`config.mk`:
```
export PLATFORM = sky130hd
export DESIGN_NAME = if_stage
export DESIGN_NICKNAME = d
export VERILOG_FILES = /design/src/rtl/if_stage_pkg.sv /design/src/rtl/if_id_reg.sv /design/src/rtl/if_stage.sv
export SDC_FILE = /design/constraint.sdc
export NUM_CORES = 1
export LEC_CHECK = 0
export CELL_PAD_IN_SITES_DETAIL_PLACEMENT = 1
export CELL_PAD_IN_SITES_GLOBAL_PLACEMENT = 2
export CORE_ASPECT_RATIO = 0.5
export CORE_MARGIN = 2
export CORE_UTILIZATION = 26
export DETAILED_ROUTE_END_ITERATION = 12
export PLACE_DENSITY = 0.81
export SETUP_SLACK_MARGIN = 0.2
export SLEW_MARGIN = 20
export SYNTH_ARGS = -nofsm -noshare
export SYNTH_HDL_FRONTEND = slang
export SYNTH_SLANG_ARGS = --single-unit
```
`constraint.sdc`:
```
create_clock -name clk -period 2.51 [get_ports clk]
set_input_delay 0.3765 -clock clk [delete_from_list [all_inputs] [get_ports clk]]
set_output_delay 0.3765 -clock clk [all_outputs]
set_load 0.02 [all_outputs]
```
`src/rtl/if_stage_pkg.sv`:
```
// Shared definitions for the instruction-fetch stage: bus widths, NOP encoding,
// halt-cause codes and fetch FSM states.
package if_stage_pkg;

    localparam int WORD_W      = 32;
    localparam int IMEM_ADDR_W = 10;

    localparam logic [WORD_W-1:0] NOP_INSTR = 32'h0000_0000;

    typedef enum logic [1:0] {
        HALT_NONE  = 2'b00,
        HALT_RANGE = 2'b01,
        HALT_ALIGN = 2'b10
    } halt_cause_e;

    typedef enum logic {
        IF_RUN  = 1'b0,
        IF_HALT = 1'b1
    } if_state_e;

    function automatic logic word_aligned(input logic [WORD_W-1:0] addr);
        return addr[1:0] == 2'b00;
    endfunction

endpackage

```
`src/rtl/if_id_reg.sv`:
```
// IF/ID pipeline register: loads a fetched instruction, holds on stall, or
// collapses to a bubble (valid=0, NOP) on squash/halt.
module if_id_reg
    import if_stage_pkg::*;
(
    input  logic              clk,
    input  logic              rst_n,
    input  logic              i_load,
    input  logic              i_bubble,
    input  logic [WORD_W-1:0] i_instr,
    input  logic [WORD_W-1:0] i_pc,
    input  logic [WORD_W-1:0] i_pc_plus4,
    output logic              o_valid,
    output logic [WORD_W-1:0] o_instr,
    output logic [WORD_W-1:0] o_pc,
    output logic [WORD_W-1:0] o_pc_plus4
);

    always_ff @(posedge clk) begin
        if (!rst_n) begin
            o_valid    <= 1'b0;
            o_instr    <= NOP_INSTR;
            o_pc       <= '0;
            o_pc_plus4 <= '0;
        end else if (i_bubble) begin
            // PC fields are left as-is; they carry no meaning while o_valid=0.
            o_valid <= 1'b0;
            o_instr <= NOP_INSTR;
        end else if (i_load) begin
            o_valid    <= 1'b1;
            o_instr    <= i_instr;
            o_pc       <= i_pc;
            o_pc_plus4 <= i_pc_plus4;
        end
    end

endmodule

```
`src/rtl/if_stage.sv`:
```
// Instruction-fetch stage: PC register, next-PC selection, redirect/range
// checks, RUN/HALT FSM, delivered-instruction counter and the IF/ID register.
module if_stage
    import if_stage_pkg::*;
#(
    parameter logic [31:0] RESET_PC   = 32'h0000_0000,
    parameter int          IMEM_DEPTH = 1024
) (
    input  logic                   clk,
    input  logic                   rst_n,
    input  logic                   stall,
    input  logic                   redirect_valid,
    input  logic [WORD_W-1:0]      redirect_pc,
    output logic [IMEM_ADDR_W-1:0] imem_addr,
    input  logic [WORD_W-1:0]      imem_data,
    output logic                   id_valid,
    output logic [WORD_W-1:0]      id_instr,
    output logic [WORD_W-1:0]      id_pc,
    output logic [WORD_W-1:0]      id_pc_plus4,
    output logic                   halted,
    output logic [1:0]             halt_cause,
    output logic [WORD_W-1:0]      fetch_count
);

    localparam logic [WORD_W-1:0] PC_LIMIT = 32'(4 * IMEM_DEPTH);

    if_state_e         r_state;
    halt_cause_e       r_halt_cause;
    logic              r_halted;
    logic [WORD_W-1:0] r_pc;
    logic [WORD_W-1:0] r_fetch_count;

    logic              w_pc_plus4;
    logic [WORD_W-1:0] w_pc_next_seq;
    logic              w_redir_aligned;
    logic              w_redir_in_range;
    logic              w_pc_in_range;
    logic              w_load;
    logic              w_bubble;

    assign w_pc_next_seq    = r_pc + 32'd4;
    assign w_redir_aligned  = word_aligned(redirect_pc);
    assign w_redir_in_range = redirect_pc < PC_LIMIT;
    assign w_pc_in_range    = r_pc < PC_LIMIT;
    assign w_pc_plus4       = 1'b0;

    // IF/ID control; in HALT the register already holds a bubble and just keeps it.
    always_comb begin
        // NOTE: every always_comb output gets a default first so no path leaves it unassigned (no latch).
        w_load   = 1'b0;
        w_bubble = 1'b0;
        if (r_state == IF_RUN) begin
            if (redirect_valid || !w_pc_in_range) begin
                w_bubble = 1'b1;
            end else if (!stall) begin
                w_load = 1'b1;
            end
        end
    end

    always_ff @(posedge clk) begin
        // NOTE: sequential state uses non-blocking assignments so every register samples pre-edge values.
        if (!rst_n) begin
            r_state       <= IF_RUN;
            r_pc          <= RESET_PC;
            r_halted      <= 1'b0;
            r_halt_cause  <= HALT_NONE;
            r_fetch_count <= '0;
        end else begin
            case (r_state)
                IF_RUN: begin
                    if (redirect_valid) begin
                        if (!w_redir_aligned) begin
                            r_state      <= IF_HALT;
                            r_halted     <= 1'b1;
                            r_halt_cause <= HALT_ALIGN;
                        end else if (!w_redir_in_range) begin
                            r_state      <= IF_HALT;
                            r_halted     <= 1'b1;
                            r_halt_cause <= HALT_RANGE;
                        end else begin
                            r_pc <= redirect_pc;
                        end
                    end else if (!w_pc_in_range) begin
                        r_state      <= IF_HALT;
                        r_halted     <= 1'b1;
                        r_halt_cause <= HALT_RANGE;
                    end else if (!stall) begin
                        r_pc          <= w_pc_next_seq;
                        r_fetch_count <= r_fetch_count + 32'd1;
                    end
                end
                IF_HALT: begin
                    if (redirect_valid) begin
                        if (w_redir_aligned && w_redir_in_range) begin
                            r_state      <= IF_RUN;
                            r_pc         <= redirect_pc;
                            r_halted     <= 1'b0;
                            r_halt_cause <= HALT_NONE;
                        end else if (!w_redir_aligned) begin
                            r_halt_cause <= HALT_ALIGN;
                        end else begin
                            r_halt_cause <= HALT_RANGE;
                        end
                    end
                end
                default: r_state <= IF_HALT;
            endcase
        end
    end

    if_id_reg u_if_id_reg (
        .clk        (clk),
        .rst_n      (rst_n),
        .i_load     (w_load),
        .i_bubble   (w_bubble),
        .i_instr    (imem_data),
        .i_pc       (r_pc),
        .i_pc_plus4 (w_pc_next_seq | {31'd0, w_pc_plus4}),
        .o_valid    (id_valid),
        .o_instr    (id_instr),
        .o_pc       (id_pc),
        .o_pc_plus4 (id_pc_plus4)
    );

    assign imem_addr   = r_pc[11:2];
    assign halted      = r_halted;
    assign halt_cause  = r_halt_cause;
    assign fetch_count = r_fetch_count;

endmodule
```
# [Yosys cells after proc, flatten, opt, wreduce, memory -nomap -nowiden]
# Cells that the tools add are included.
[totals] register_bits=165 inputBits=68 out_inout_bits=142 elab_cells=71
[classes] addsub=2 order_cmp=2 n_eq_ne=8 n_mux=35 bitwise_logic=5 n_reduce_logical=10
[ops] operator="32-bit two-way mux" count=7
[ops] operator="32-bit by 13-bit less-than comparator with 1-bit output, second input constant" count=2
[ops] operator="32-bit case mux with 2 select lines" count=1
[ops] operator="32-bit by 1-bit adder with 32-bit output, second input constant" count=1
[ops] operator="32-bit by 3-bit adder with 32-bit output, second input constant" count=1
[ops] operator="1-bit two-way mux" count=17
[ops] operator="3-bit inequality test, second input constant" count=5
[ops] operator="2-bit two-way mux" count=7
[ops] operator="4-bit AND reduction" count=2
[ops] operator="6-bit AND reduction" count=1
[ops] operator="1-bit NOT" count=5
[ops] operator="4-bit inequality test, second input constant" count=1
[ops] operator="1-bit case mux with 2 select lines" count=2
[ops] operator="2-bit case mux with 2 select lines" count=1
[ops] operator="3-bit AND reduction" count=1
[ops] operator="2-bit logical NOT" count=1
[ops] operator="2-bit by 1-bit inequality test with 1-bit output, second input constant" count=1
[ops] operator="2-bit inequality test, second input constant" count=1
[ops] operator="2-bit AND reduction" count=1
[ops] operator="2-bit OR reduction" count=1
[ops] operator="1-bit logical AND" count=1
[ops] operator="1-bit logical NOT" count=1
[ops] operator="1-bit logical OR" count=1

# [Longest topological paths before layout]
# Gate-level depths: netlist of run 1.
[logic_depth] ltp_word=7 depth_mapped=10 depth_no_buf=6

# [Cells and area by module]
# A second synthesis of run 1 with hierarchy kept.
[unflattened] cells_unflattened=848 hier_area_um2=7534.7
[by_module_without_submodules] mod="if_id_reg" n_inst=1 cells_per_inst=386 area_per_inst_um2=3777.4 seq_area_each_um2=1941.9
[by_module_without_submodules] mod="if_stage" n_inst=1 cells_per_inst=462 area_per_inst_um2=3757.4 seq_area_each_um2=1361.3

# [Least setup slack after synthesis of run 1]
# Ideal clock, no wire load.
[synth_timing] path_type="input to register" from="input port redirect_pc[18]" to="register r_pc[5]" setup_ps=128 t_arrival_ps=2208 slack_ps=174 stages=7 path_buffers=2 path_cell_list="or4_4 -> or4_4 -> or4_1 -> buf_2 -> buf_6 -> a22oi_1 -> o22ai_1"
[synth_via] elab_chain_cells=4
[synth_rtl] item="from (decl)" line="if_stage.sv:13" text="input logic [WORD_W-1:0] redirect_pc,"
[synth_rtl] item="32-bit by 13-bit less-than comparator with 1-bit output (*)" line="if_stage.sv:43" text="assign w_redir_in_range = redirect_pc < PC_LIMIT;"
[synth_rtl] item="1-bit logical AND" line="if_stage.sv:95" text="if (w_redir_aligned && w_redir_in_range) begin"
[synth_rtl] item="2-bit by 1-bit inequality test with 1-bit output (no source line)"
[synth_rtl] item="6-bit AND reduction (no source line) (*)"
[synth_rtl] item="to (signal assigned)" line="if_stage.sv:82" text="r_pc <= redirect_pc;"
[synth_rtl] item="to (signal assigned)" line="if_stage.sv:89" text="r_pc <= w_pc_next_seq;"
[synth_rtl] item="to (signal assigned)" line="if_stage.sv:97" text="r_pc <= redirect_pc;"
[synth_rtl] item="to (decl)" line="if_stage.sv:30" text="logic [WORD_W-1:0] r_pc;"
# Every way passes the cells marked *; elsewhere a longest branch is shown, timed or not.
# A chain may end at the register's enable or synchronous reset.

# [Worst setup path after layout of run 1]
[layout_timing] from="input port redirect_pc[18]" to="register r_pc[4]"
# Same word-level chain as after synthesis.

==> Flow_metrics.wiki, run 1 <==
{| class="wikitable"
! Metric !! Value
|-
| Start-to-end type of the worst setup path || in2reg
|-
| Areal power density over the cells || 597 mW/mm2
|-
| Antenna Violating Nets Remaining || 0
|-
| Most used DFF post-synth || dfxtp_1
|-
| Worst slew pin tran || 611 ps
|-
| Detailed-routing iteration count for the pre-antenna-repair pass || 4
|-
| Distinct cells, synth || 56
|-
| Final nets || 999
|-
| Total routing resource utilization after global routing || 0.159
|-
| Total number of placement rows || 40
|-
| Post-Route Utilization || 0.400
|-
| Core footprint || 0.0240 mm2
|-
| Crit path required time || 2810 ps
|-
| Net count after synthesis || 785
|-
| Routed via count || 5889
|-
| Boundary Pins || 210
|-
| Clock Skew || 10.9 ps
|-
| Cell area after synthesis || 0.00635 mm2
|-
| Post-synthesis sequential area ratio || 0.514
|-
| Endpoint class of the critical path || flop
|-
| Remaining routing DRC violations || 0
|-
| Post-Place Setup Slack || -281 ps
|-
| Vias in the first global route || 5961
|-
| Sequential share of power || 0.465
|-
| Buffer levels on the longest clock path || 2
|-
| Routed WL || 20900 um
|-
| Quantity of I/O buffers inserted on ports || 209
|-
| CTS H-tree depth || 4
|-
| Overall die width || 225 um
|-
| Via/cell ratio || 4.68
|-
| Routability-driven placement congestion ratio || 0.752
|-
| Worst hold path type || in2reg
|-
| Yosys top cell area share || 0.514
|-
| Start point of the critical path || redirect_pc[18]
|-
| Hold Fails Final Rpt || 0
|-
| Synth area leader || dfxtp_1
|-
| Smallest setup slack after layout || 199 ps
|-
| Leading cell type by number of instances after synthesis || dfxtp_1
|-
| Filler cells || 2724
|-
| Combinational power share || 0.091
|-
| Path depth of the worst reg2reg path || 7
|-
| DRT iter0 DRCs || 262
|-
| Clock insertion delay at the later pin of the skew report || 440 ps
|-
| Pin count of the biggest net entering global routing || 40
|-
| Count of synthesis-stage warnings from yosys || 0
|-
| Per-cell routed wire length || 16.6 um
|-
| Capturing element of the worst setup path || r_pc[4]
|-
| Die area || 0.0258 mm2
|-
| Number of max-cap violations || 0
|-
| Cell count after synthesis || 715
|-
| Fraction of final layout cells with drive strength greater than 1 || 0.118
|-
| Total count of max-transition violations in the final report || 0
|-
| Static leakage power || 0.00342 uW
|-
| Post-synthesis area per instance || 8.88 um2
|-
| Source of the worst register-to-register timing path || r_pc[28]
|-
| TritonCTS buffer count || 17
|-
| Switching Share || 0.252
|-
| Final setup fails || 0
|-
| Die extent in y || 114 um
|-
| Slew margin rel. || 0.591
|-
| Number of antenna violations at the first check in global routing || 0
|-
| Internal Pwr Total || 4280 uW
|-
| DPL Wire Length || 14700 um
|-
| First-pass GRT wire length || 32200 um
|-
| Setup repair after global routing missed its margin || true
|-
| Overflow left after global routing || 0
|-
| Worst EP arrival || 2610 ps
|-
| Internal reg-to-reg setup slack || 210 ps
|-
| Net switching power figure || 1440 uW
|-
| Initial standard-cell utilization of the core || 0.265
|-
| Largest cells by area after synthesis || dfxtp_1 51%, nand2_1 7.4%, a21oi_1 5.7%
|-
| Final critical-path share of the clock period || 0.921
|-
| Quantity of hold-fixing buffers added after cts || 0
|-
| Highest fanout seen on the critical path || 14
|-
| Fraction of synthesis flops using an asynchronous set or reset pin || 0
|-
| Top cells by count, synth || 163 x dfxtp_1, 125 x nand2_1, 72 x a21oi_1, 43 x and3_1, 32 x clkbuf_1
|-
| CTS tree || built
|-
| Run status || finished clean
|-
| Clk network pwr share || 0.445
|-
| Worst Hold Slack || 449 ps
|-
| Area delta synth->final || 50.9%
|-
| Post-synthesis register bit count || 163
|-
| FMAX || 433 MHz
|-
| Antenna Diode Count || 0
|-
| Worst R2R End || r_pc[14]
|-
| Count of clock tree sinks || 163
|-
| CTS root buf || clkbuf_16
|-
| Startpoint kind of the worst setup timing path || primary input
|-
| IR drop worst, VDD || 0.000429 V
|-
| Clock Pin Slew Worst Setup and Hold Paths || 70 ps
|-
| Post-synth EDFFs || 0
|-
| Final min period || 2310 ps
|}
[registers in the layout, indices dropped and copies added, names as in the netlist]
name and cells:
u_if_id_reg.o_pc 32, r_pc 32, fetch_count 32, u_if_id_reg.o_valid 1, halted 1, r_state 1, u_if_id_reg.o_pc_plus4 30, u_if_id_reg.o_instr 32
halt_cause 2
[cell usage in the layout, fill, tap and decap left out, drive strengths merged, types with 3 or more instances in the layout]
cell type,netlist,final
o31ai,15,15
clkinvlp,0,5
nand2,125,125
o32ai,3,3
nor4,13,13
xnor2,13,13
nand4,15,15
xor2,5,5
nand3,15,15
a21oi,74,74
inv,12,15
a22oi,4,4
o21ai,15,15
dfxtp,163,163
or4,20,20
clkinv,0,5
a211oi,7,7
and3,45,45
nor2,32,32
o22ai,4,4
and2,21,21
buf,28,47
clkdlybuf4s50,0,208
or3,13,13
nor3,14,14
clkbuf,34,21
[worst max-delay path: stages]
cell             delay (ps)
clkdlybuf4s50_1         400
or4_4                   540
or4_4                   430
or4_4                   450
buf_12                  170
a21oi_2                 150
o32ai_1                  90
[routing by layer]
| metal | routed length, um | share of wire | vias to the layer above | GRT usage |
|---|---|---|---|---|
| met5 | 0 | 0 | - | 0 |
| met4 | 303 | 0.014 | 0 | 0.0472 |
| met3 | 655 | 0.031 | 21 | 0.0413 |
| met2 | 10600 | 0.51 | 70 | 0.280 |
| met1 | 9330 | 0.45 | 2880 | 0.191 |
| li1 | - | - | 2918 | - |
[cells by family after synthesis]
| family | after synthesis | synth area share |
|---|---|---|
| simple gates | 323 | 0.268 |
| flops | 163 | 0.514 |
| compound gates | 133 | 0.124 |
| buf+inv | 75 | 0.0635 |
| xor+xnor | 18 | 0.0248 |
| fa+ha+maj | 2 | 0.00394 |
| mux | 1 | 0.00158 |
[power groups by stage]
stage               combinational (uW)  sequential, uW  clock, uW
floorplan                          199            2750          0
global placement                   488            2720          0
detailed placement                 496            2720          0
CTS                                500            2660       2620
global route                       557            2660       2740
finish                             518            2660       2550
[how the worst min path moves through the flow]
| stage | to | from | slack [ps] | cells past startpoint |
|---|---|---|---|---|
| after floorplan | u_if_id_reg.o_pc[0] | r_pc[0] | 430 | 2 |
| after global placement | u_if_id_reg.o_instr[15] | u_if_id_reg.o_instr[15] | 440 | 2 |
| after detailed placement | r_pc[24] | r_pc[24] | 440 | 1 |
| after CTS | halt_cause[0] | rst_n | 430 | 4 |
| after global routing | halted | rst_n | 450 | 3 |
| final | halt_cause[0] | rst_n | 450 | 4 |
[repair_timing]
item                                    4_1_cts  5_1_grt
endpoints found under the setup margin       66       52
resized for setup                             5       15
gates cloned                                  0        3
pin swaps                                     0        7
setup buffers                                 0        7
endpoints found under the hold margin         0        0
[final cells by class]
cell class / count / area [um2] / area share
flip-flops and latches: 163 / 3270 / 0.341
clock inverters: 14 / 130 / 0.0136
repair buffers: 258 / 2570 / 0.268
multi-input cells: 477 / 2740 / 0.286
inverters: 12 / 45.0 / 0.00470
clock buffers: 18 / 439 / 0.0458
well taps: 315 / 394 / 0.0411
[metrics by stage]
stage	instance area, um2	cells	power, uW	setup TNS (ps)
2_1_floorplan	6350	715	2950	0
3_3_place_gp	8820	1215	3200	-5140
3_5_place_dp	8820	1215	3210	-7440
4_1_cts	9400	1247	5780	0
5_1_grt	9580	1257	5960	0
6_report	9580	1257	5720	0
Note: power is estimated with default switching activity, not from simulation.
==> inputs of run 2 (changes only) <==
clock period = 2.2 ns   (was 2.51 ns; I/O delays follow)
==> run 2 against run 1 <==
Against the previous run:
- the run now ends with setup timing left
- clock skew decreased by 1.7 ps
- global-route usage increased by 3.0 points
- combinational power increased by 69%
- register-to-register slack got worse by 360 ps
- non-clock buffer count increased by 55
- critical path depth decreased by 1
- largest cell class is now multi-input combinational cells
==> Flow_metrics.wiki, run 2 (same netlist as run 1, synthesis figures left out) <==
{| class="wikitable"
! Metric !! Value
|-
| Most frequent cells in the layout || 199 x clkdlybuf4s50_1, 151 x dfxtp_1, 75 x nand2_1
|-
| Routed WL || 25700 um
|-
| Violated checks || setup timing
|-
| Count of clock tree sinks || 163
|-
| Final nets || 1055
|-
| Areal power density over the cells || 606 mW/mm2
|-
| Most common cell after layout, fill and taps aside || clkdlybuf4s50_1
|-
| Area delta synth->final || 80.5%
|-
| Internal Pwr Total || 5160 uW
|-
| Static leakage power || 0.00423 uW
|-
| Clock Skew || 9.25 ps
|-
| FMAX || 426 MHz
|-
| Routability-driven placement congestion ratio || 0.742
|-
| Crit path required time || 2520 ps
|-
| Fraction of final layout cells with drive strength greater than 1 || 0.343
|-
| Initial standard-cell utilization of the core || 0.265
|-
| Sequential share of power || 0.436
|-
| Combinational power share || 0.126
|-
| Pin count of the biggest net entering global routing || 61
|-
| CTS H-tree depth || 4
|-
| Final critical-path share of the clock period || 1.07
|-
| Core footprint || 0.0240 mm2
|-
| Switching Share || 0.257
|-
| Worst hold path type || in2reg
|-
| Setup repair after global routing missed its margin || true
|-
| DPL Wire Length || 14800 um
|-
| Non-filler cells in the finished layout || 1312
|-
| Endpoint class of the critical path || flop
|-
| Worst slew pin tran || 681 ps
|-
| Quantity of I/O buffers inserted on ports || 209
|-
| Overflow left after global routing || 0
|-
| Boundary Pins || 210
|-
| Number of cells in the design after placement || 1230
|-
| Die extent in y || 114 um
|-
| First-pass GRT wire length || 37400 um
|-
| Die area || 0.0258 mm2
|-
| Antenna Diode Count || 0
|-
| Number of antenna violations at the first check in global routing || 0
|-
| Highest fanout seen on the critical path || 8
|-
| Per-cell routed wire length || 19.6 um
|-
| Start point of the critical path || r_pc[25]
|-
| Total routing resource utilization after global routing || 0.189
|-
| Start-to-end type of the worst setup path || reg2reg
|-
| Vias in the first global route || 6490
|-
| IR drop worst, VDD || 0.000427 V
|-
| Antenna Violating Nets Remaining || 0
|-
| Final min period || 2350 ps
|-
| Post-Route Utilization || 0.478
|-
| Run status || finished with violations
|-
| Filler cells || 2558
|-
| DRT iter0 DRCs || 316
|-
| Clk network pwr share || 0.438
|-
| Final setup fails || 104
|-
| Worst EP arrival || 2670 ps
|-
| Hold Fails Final Rpt || 0
|-
| Startpoint kind of the worst setup timing path || flop
|-
| CTS root buf || clkbuf_16
|-
| TritonCTS buffer count || 17
|-
| Hold Crit Start || redirect_pc[17]
|-
| Source of the worst register-to-register timing path || r_pc[25]
|-
| Clock insertion delay at the later pin of the skew report || 450 ps
|-
| Smallest setup slack after layout || -149 ps
|-
| Via/cell ratio || 4.88
|-
| Overall die width || 225 um
|-
| Buffer levels on the longest clock path || 2
|-
| CTS tree || built
|-
| Total count of max-transition violations in the final report || 0
|-
| Number of max-cap violations || 0
|-
| Total number of placement rows || 40
|-
| Remaining routing DRC violations || 0
|-
| Routed via count || 6396
|-
| Clock Pin Slew Worst Setup and Hold Paths || 70 ps
|-
| Net switching power figure || 1790 uW
|-
| Detailed-routing iteration count for the pre-antenna-repair pass || 4
|-
| Slew margin rel. || 0.546
|}
[run 2: changes by cell type in the layout (fill, tap and decap cells not counted), sizes merged]
cell and delta:
buf +53, bufinv +1, clkbuf +6, clkdlybuf4s15 +1, clkdlybuf4s50 -9, clkinv +1
clkinvlp -4, dlygate4sd2 +5, nor2 +1
[run 2: layer usage]
metal / vias to the layer above / global-route usage / share of wire
met3: 30 / 0.0387 / 0.034
met4: 0 / 0.0711 / 0.016
met5: - / 0 / 0
li1: 3060 / - / -
met2: 107 / 0.343 / 0.52
met1: 3199 / 0.221 / 0.43
[run 2: area by class of cell]
type / instances / area [um2] / area share
Multi-Input combinational cell: 478 / 3730 / 0.325
Timing Repair Buffer: 313 / 3420 / 0.299
Sequential cell: 163 / 3290 / 0.287
Clock buffer: 19 / 454 / 0.0396
Tap cell: 315 / 394 / 0.0344
Clock inverter: 12 / 129 / 0.0112
Inverter: 12 / 45.0 / 0.00393
[run 2: power by group through the flow]
stage	logic (uW)	clock network (uW)	registers, uW
2_1_floorplan	235	0	3130
3_3_place_gp	577	0	3090
3_5_place_dp	586	0	3090
4_1_cts	709	3120	3020
5_1_grt	919	3270	3030
6_report	873	3040	3030
[run 2: worst paths after layout]
check                                end  slack, ps  depth (start not counted)
setup / recovery                r_pc[12]       -150                          6
hold / removal             halt_cause[1]        310                          5
setup reg to reg                r_pc[12]       -150                          6
hold reg to reg   u_if_id_reg.o_instr[0]        460                          2
[run 2: stage by stage]
stage          total power [uW]  instance area, um2  hold WS (ps)  TNS, ps  worst slack, ps
2_1_floorplan              3360                6450           427     -743            -88.8
3_3_place_gp               3660                9010           442   -35820             -494
3_5_place_dp               3670                9010           448   -41080             -527
4_1_cts                    6850               10400           287     -722            -26.4
5_1_grt                    7220               11500           337   -14890             -195
6_report                   6940               11500           307    -5290             -149
[run 2: critical path, stage by stage, from the launching register on]
cell     delay (ps)
dfxtp_2         320
or4_4           570
or4_4           590
nor2_8          230
buf_6           140
nor2_4           60
o41ai_2         320
[run 2: what timing repair did]
item	in CTS	in global routing
pin swaps	58	91
resized for setup	112	179
hold buffers	0	0
setup buffers	17	12
gates cloned	12	10
endpoints found under the hold margin	0	0
setup endpoints to repair	165	158
